File: config.mk
export PLATFORM = sky130hd
export DESIGN_NAME = addsub_result_buffer
export DESIGN_NICKNAME = d
export VERILOG_FILES = /design/src/rtl/addsub_result_buffer.sv
export SDC_FILE = /design/constraint.sdc
export NUM_CORES = 1
export LEC_CHECK = 0
export CAP_MARGIN = 15
export CELL_PAD_IN_SITES_DETAIL_PLACEMENT = 1
export CELL_PAD_IN_SITES_GLOBAL_PLACEMENT = 1
export CORE_ASPECT_RATIO = 1.4
export CORE_MARGIN = 2
export CORE_UTILIZATION = 25
export CTS_BUF_LIST = sky130_fd_sc_hd__clkbuf_8 sky130_fd_sc_hd__clkbuf_16
export CTS_CLUSTER_SIZE = 10
export DETAILED_ROUTE_END_ITERATION = 6
export PLACE_DENSITY_LB_ADDON = 0.12
export SYNTH_ARGS = -nofsm -noshare
export SYNTH_HDL_FRONTEND = slang
export SYNTH_SLANG_ARGS = --single-unit
File: constraint.sdc
create_clock -name clk -period 2.47 [get_ports clk]
set_input_delay 0.247 -clock clk [delete_from_list [all_inputs] [get_ports clk]]
set_output_delay 0.247 -clock clk [all_outputs]
set_load 0.01 [all_outputs]
File: src/rtl/addsub_result_buffer.sv
// Result buffer behind the 4-bit adder/subtractor: captures result + C/Z/N/V flags into a
// show-ahead FIFO drained over valid/ready. Optional saturating drop counter: ADDSUB_DROP_CNT_EN.
module addsub_result_buffer #(
  parameter int WIDTH = 4,
  parameter int DEPTH = 4,
  localparam int AW = $clog2(DEPTH)
) (
  input  logic             clk,
  input  logic             rst_n,
  input  logic             in_valid,
  output logic             in_ready,
  input  logic [WIDTH-1:0] in_a,
  input  logic [WIDTH-1:0] in_b,
  input  logic             in_en,
  input  logic [WIDTH-1:0] in_result,
  input  logic             in_cout,
  output logic             out_valid,
  input  logic             out_ready,
  output logic [WIDTH-1:0] out_result,
  output logic             out_op,
  output logic             out_c,
  output logic             out_z,
  output logic             out_n,
  output logic             out_v,
  output logic [AW:0]      count,
  output logic             full,
  output logic             empty,
  output logic             drop_flag,
`ifdef ADDSUB_DROP_CNT_EN
  output logic [7:0]       drop_cnt,
`endif
  input  logic             drop_clr
);

  localparam logic [AW:0] DEPTH_C = (AW+1)'(DEPTH);

  typedef struct packed {
    logic [WIDTH-1:0] result;
    logic             op;
    logic             c;
    logic             z;
    logic             n;
    logic             v;
  } entry_t;

  // Signed overflow: add overflows when like-signed operands give an unlike-signed result;
  // subtract overflows when operand signs differ and the result sign differs from a.
  function automatic entry_t make_entry(input logic [WIDTH-1:0] a, input logic [WIDTH-1:0] b,
                                        input logic [WIDTH-1:0] r, input logic op,
                                        input logic cout);
    entry_t e;
    e.result = r;
    e.op     = op;
    e.c      = cout;
    e.z      = (r == {WIDTH{1'b0}});
    e.n      = r[WIDTH-1];
    if (op) begin
      e.v = (a[WIDTH-1] != b[WIDTH-1]) && (r[WIDTH-1] != a[WIDTH-1]);
    end else begin
      e.v = (a[WIDTH-1] == b[WIDTH-1]) && (r[WIDTH-1] != a[WIDTH-1]);
    end
    return e;
  endfunction

  entry_t        mem_r [DEPTH];
  logic [AW-1:0] wr_ptr_r;
  logic [AW-1:0] rd_ptr_r;
  logic [AW:0]   count_r;
  logic          drop_flag_r;
  logic          full_s;
  logic          empty_s;
  logic          wr_fire_s;
  logic          rd_fire_s;
  logic          drop_s;
  entry_t        out_entry_s;

  assign full_s    = (count_r == DEPTH_C);
  assign empty_s   = (count_r == {(AW+1){1'b0}});
  assign wr_fire_s = in_valid && !full_s;
  assign rd_fire_s = out_ready && !empty_s;
  assign drop_s    = in_valid && full_s;

  // Pointer and occupancy state; wrap is implicit in the AW-bit pointers.
  always_ff @(posedge clk or negedge rst_n) begin
    if (!rst_n) begin
      wr_ptr_r <= {AW{1'b0}};
      rd_ptr_r <= {AW{1'b0}};
      count_r  <= {(AW+1){1'b0}};
    end else begin
      if (wr_fire_s) wr_ptr_r <= wr_ptr_r + {{(AW-1){1'b0}}, 1'b1};
      if (rd_fire_s) rd_ptr_r <= rd_ptr_r + {{(AW-1){1'b0}}, 1'b1};
      case ({wr_fire_s, rd_fire_s})
        2'b10:   count_r <= count_r + {{AW{1'b0}}, 1'b1};
        2'b01:   count_r <= count_r - {{AW{1'b0}}, 1'b1};
        default: count_r <= count_r;
      endcase
    end
  end

  // Entry storage, deliberately left unreset.
  always_ff @(posedge clk) begin
    if (wr_fire_s) mem_r[wr_ptr_r] <= make_entry(in_a, in_b, in_result, in_en, in_cout);
  end

  // Sticky drop indication; a drop in the same cycle as a clear keeps it set.
  always_ff @(posedge clk or negedge rst_n) begin
    if (!rst_n) begin
      drop_flag_r <= 1'b0;
    end else if (drop_s) begin
      drop_flag_r <= 1'b1;
    end else if (drop_clr) begin
      drop_flag_r <= 1'b0;
    end
  end

`ifdef ADDSUB_DROP_CNT_EN
  logic [7:0] drop_cnt_r;

  // Saturating drop counter; clear-with-drop restarts at one.
  always_ff @(posedge clk or negedge rst_n) begin
    if (!rst_n) begin
      drop_cnt_r <= 8'd0;
    end else if (drop_clr) begin
      drop_cnt_r <= drop_s ? 8'd1 : 8'd0;
    end else if (drop_s && (drop_cnt_r != 8'd255)) begin
      drop_cnt_r <= drop_cnt_r + 8'd1;
    end
  end

  assign drop_cnt = drop_cnt_r;
`endif

  // Show-ahead head; outputs read as zero whenever the buffer is empty.
  always_comb begin
    out_entry_s = '0;
    if (empty_s) begin
      out_entry_s = '0;
    end else begin
      out_entry_s = mem_r[rd_ptr_r];
    end
  end

  assign in_ready   = !full_s;
  assign out_valid  = !empty_s;
  assign out_result = out_entry_s.result;
  assign out_op     = out_entry_s.op;
  assign out_c      = out_entry_s.c;
  assign out_z      = out_entry_s.z;
  assign out_n      = out_entry_s.n;
  assign out_v      = out_entry_s.v;
  assign count      = count_r;
  assign full       = full_s;
  assign empty      = empty_s;
  assign drop_flag  = drop_flag_r;

endmodule

==> results_dict.tcl <==
set metrics [dict create \
    drv_cap 0 \
    slew_viol_final 0 \
    synth.distinct_cells 24 \
    antennaDiodeCount 0 \
    synth-edff-count 32 \
    synthAdderAreaFrac 0.0482 \
    drc_errors 0 \
    drtAntennaViolNets 0 \
    die-area_sq_um 7540 \
    post-place-ws_ns 0.428 \
    synth_top_family_by_area "multiplexers" \
    drt_iter0_markers 27 \
    switchingPower_mw 0.795 \
    yosys.area.top_type "edfxtp_1" \
    worst_slack_ns 0.206 \
    ys_warn_count 0 \
    min_period_over_period 0.917 \
    cts.sinks 40 \
    min_period_ns 2.26 \
    syn-num-nets 125 \
    grt_pass1_vias 1037 \
    synth_common_cells "edfxtp_1, and2_1, inv_1" \
    post-synth-top-count-cell "edfxtp_1" \
    synth-compound-area-share 0.00657 \
    cts_buffers 5 \
    combinationalPowerShare 0.436 \
    clk_pin_slew_worst_paths_ns 0.08 \
    setup_viol 0 \
    drtPass1Iterations 3 \
    switching_share 0.315 \
    crit_path_start_kind "flip-flop" \
    setup_tns_ns 0 \
    avgSynthCellArea_sq_um 17.1 \
    path_buf_inv 2 \
    worst_pin_slew_ns 0.564 \
    cp-end-kind "output port" \
    p_seq_frac 0.402 \
    antenna_found_initial 0 \
    nNetsFinal 159 \
    synthSimpleGateAreaFrac 0.0788 \
    peakVddDrop_v 0.000384 \
    core_area_sq_um 6610 \
    async_flop_share 0.200 \
    wl_per_cell_um 14.7 \
    rows 35 \
    slew_headroom 0.621 \
    synth_area_leaders "edfxtp_1, dfrtp_1, mux4_2, and2_1, ha_1" \
    fmax_ghz 0.442 \
    hold_path.class "input port to async pin" \
    drive_above_1_share 0.133 \
    synth_top_area_share 0.561 \
    gp_congestion 0.698 \
    num_io_pins 36 \
    grt_max_degree 13 \
    synthFlopType "edfxtp_1" \
    root_buffer "clkbuf_8" \
    cts_hold_buf 0 \
    num_vias 910 \
    syn_area_sq_um 1710 \
    intPower_mw 1.73 \
    postSynthCellCount 100 \
    track_usage 0.0995 \
    die_x_um 74.0 \
    rsz0062_at_grt "false" \
    slowest_delay_ns 0.54 \
    finClkSkew_ns 0.00408 \
    status "finished clean" \
    yosysSeqAreaShare 0.677 \
    layout.cells.non_filler 227 \
    synth.area.mux_share 0.118 \
    via_per_inst 4.01 \
    start_util 0.259 \
    wirelength_um 3330 \
    slowest_stage "mux4_2" \
    grt_pass1_wl_um 5370 \
    cp_max_fo 10 \
    hold_violations 0 \
    postPlaceCellArea_sq_um 2110 \
    setup.worst_path.class "flip-flop to output port" \
    worstPathRequired_ns 2.22 \
    io_buffers 29 \
    p_leak_nw 0.799 \
    cts_resized 0 \
    p_per_area_nw_per_um2 1150 \
    path_delay_family "buffers and inverters" \
    dp_hpwl_um 2380 \
    insertion_delay_ns 0.29 \
    post_cts_buffers 0 \
    synthXorXnorAreaFrac 0.0358 \
    ys_ff_latch 40 \
    h-tree-depth 2 \
    clock_path_buffers 2 \
    final_cell_area_sq_um 2190 \
    crit_path_cell_trace "buf_4 -> mux4_2 -> and2_1 -> clkdlybuf4s50_1" \
    place_inst 219 \
    cp_data_arrival_time_ns 2.02 \
    p_clk_frac 0.163 \
    cts_tree "done" \
    die_h_um 102 \
    gr-total-overflow 0 \
    area_growth_pct 27.7 \
]
cells by family after synthesis:
group                      count (synthesis)
AOI/OAI and AO/OA                          2
xor gates and xnor gates                   7
muxes                                     10
adders and majority gates                  6
buffers and inverters                     13
and+or+nand+nor                           22
DFF                                       40
power by group through the flow:
| stage | Clock, mW | Sequential, mW | Combinational [mW] |
|---|---|---|---|
| final | 0.411 | 1.01 | 1.10 |
| after global routing | 0.454 | 1.04 | 1.22 |
| after CTS | 0.430 | 1.02 | 1.14 |
| after detailed placement | 0 | 1.04 | 1.14 |
| after global placement | 0 | 1.03 | 1.11 |
| after floorplan | 0 | 0.997 | 0.664 |
state kept, by name, indices dropped and copies added (netlist names):
signal	flops
mem_r	32
count	3
rd_ptr_r	2
wr_ptr_r	2
drop_flag	1
final cells by class:
| class | instances | area (sq um) |
|---|---|---|
| fillers | 695 | 4420 |
| flip-flops and latches | 40 | 1160 |
| multi-input cells | 47 | 492 |
| repair buffers | 31 | 305 |
| well taps | 92 | 115 |
| clock buffers | 5 | 68.8 |
| inverters | 9 | 33.8 |
| clock inverters | 3 | 12.5 |
layout by cell type (no fill, tap or decap):
| master | instances |
|---|---|
| edfxtp_1 | 32 |
| clkdlybuf4s50_1 | 29 |
| and2_1 | 13 |
| inv_1 | 11 |
| mux4_2 | 8 |
| dfrtp_1 | 8 |
| ha_1 | 5 |
| clkbuf_8 | 5 |
| xor2_1 | 4 |
| xnor2_1 | 3 |
| nand3_1 | 2 |
| nand2_1 | 2 |
| buf_4 | 2 |
| or3_1 | 1 |
| nor2b_4 | 1 |
| nor4_1 | 1 |
| nand2b_1 | 1 |
| o22ai_1 | 1 |
| mux2_2 | 1 |
| nor2_1 | 1 |
| o21ai_0 | 1 |
| mux2i_1 | 1 |
| fa_1 | 1 |
| clkinv_2 | 1 |
per-stage QoR:
| stage | hold slack, ns | power [mW] | utilization |
|---|---|---|---|
| floorplan | -0.0486 | 1.66 | - |
| global placement | 0.509 | 2.13 | 0.319 |
| detailed placement | 0.513 | 2.17 | 0.319 |
| CTS | 0.256 | 2.59 | 0.331 |
| global route | 0.269 | 2.71 | 0.331 |
| finish | 0.243 | 2.53 | 0.331 |
path summary, 6_finish.rpt:
kind                             start             to  slack (ns)  cells past startpoint
max reg2reg                   count[0]       count[2]        0.45                     11
min in group clk              count[2]       count[2]        0.52                      1
max                        rd_ptr_r[0]  out_result[2]        0.21                      4
min                              rst_n    wr_ptr_r[1]        0.24                      1
min reg2reg                   count[2]       count[2]        0.52                      1
max in group asynchronous        rst_n       count[2]        1.95                      1
worst reg2reg max path: stages (launching register included):
cell,delay (ns)
dfrtp_1,0.42
inv_1,0.11
nand3_1,0.11
inv_1,0.14
nor2b_4,0.08
inv_1,0.06
ha_1,0.18
inv_1,0.06
fa_1,0.37
xor2_1,0.15
nor2_1,0.11
xor2_1,0.16
metal layers:
metal	routed length, um	part of all wire	up-vias	global-route usage
met2	1720	0.52	24	0.168
met1	1430	0.43	454	0.118
met3	124	0.037	5	0.0207
met5	0	0	-	0
met4	55	0.017	0	0.0503
li1	-	-	427	-
(Power assumes the default switching activity.)
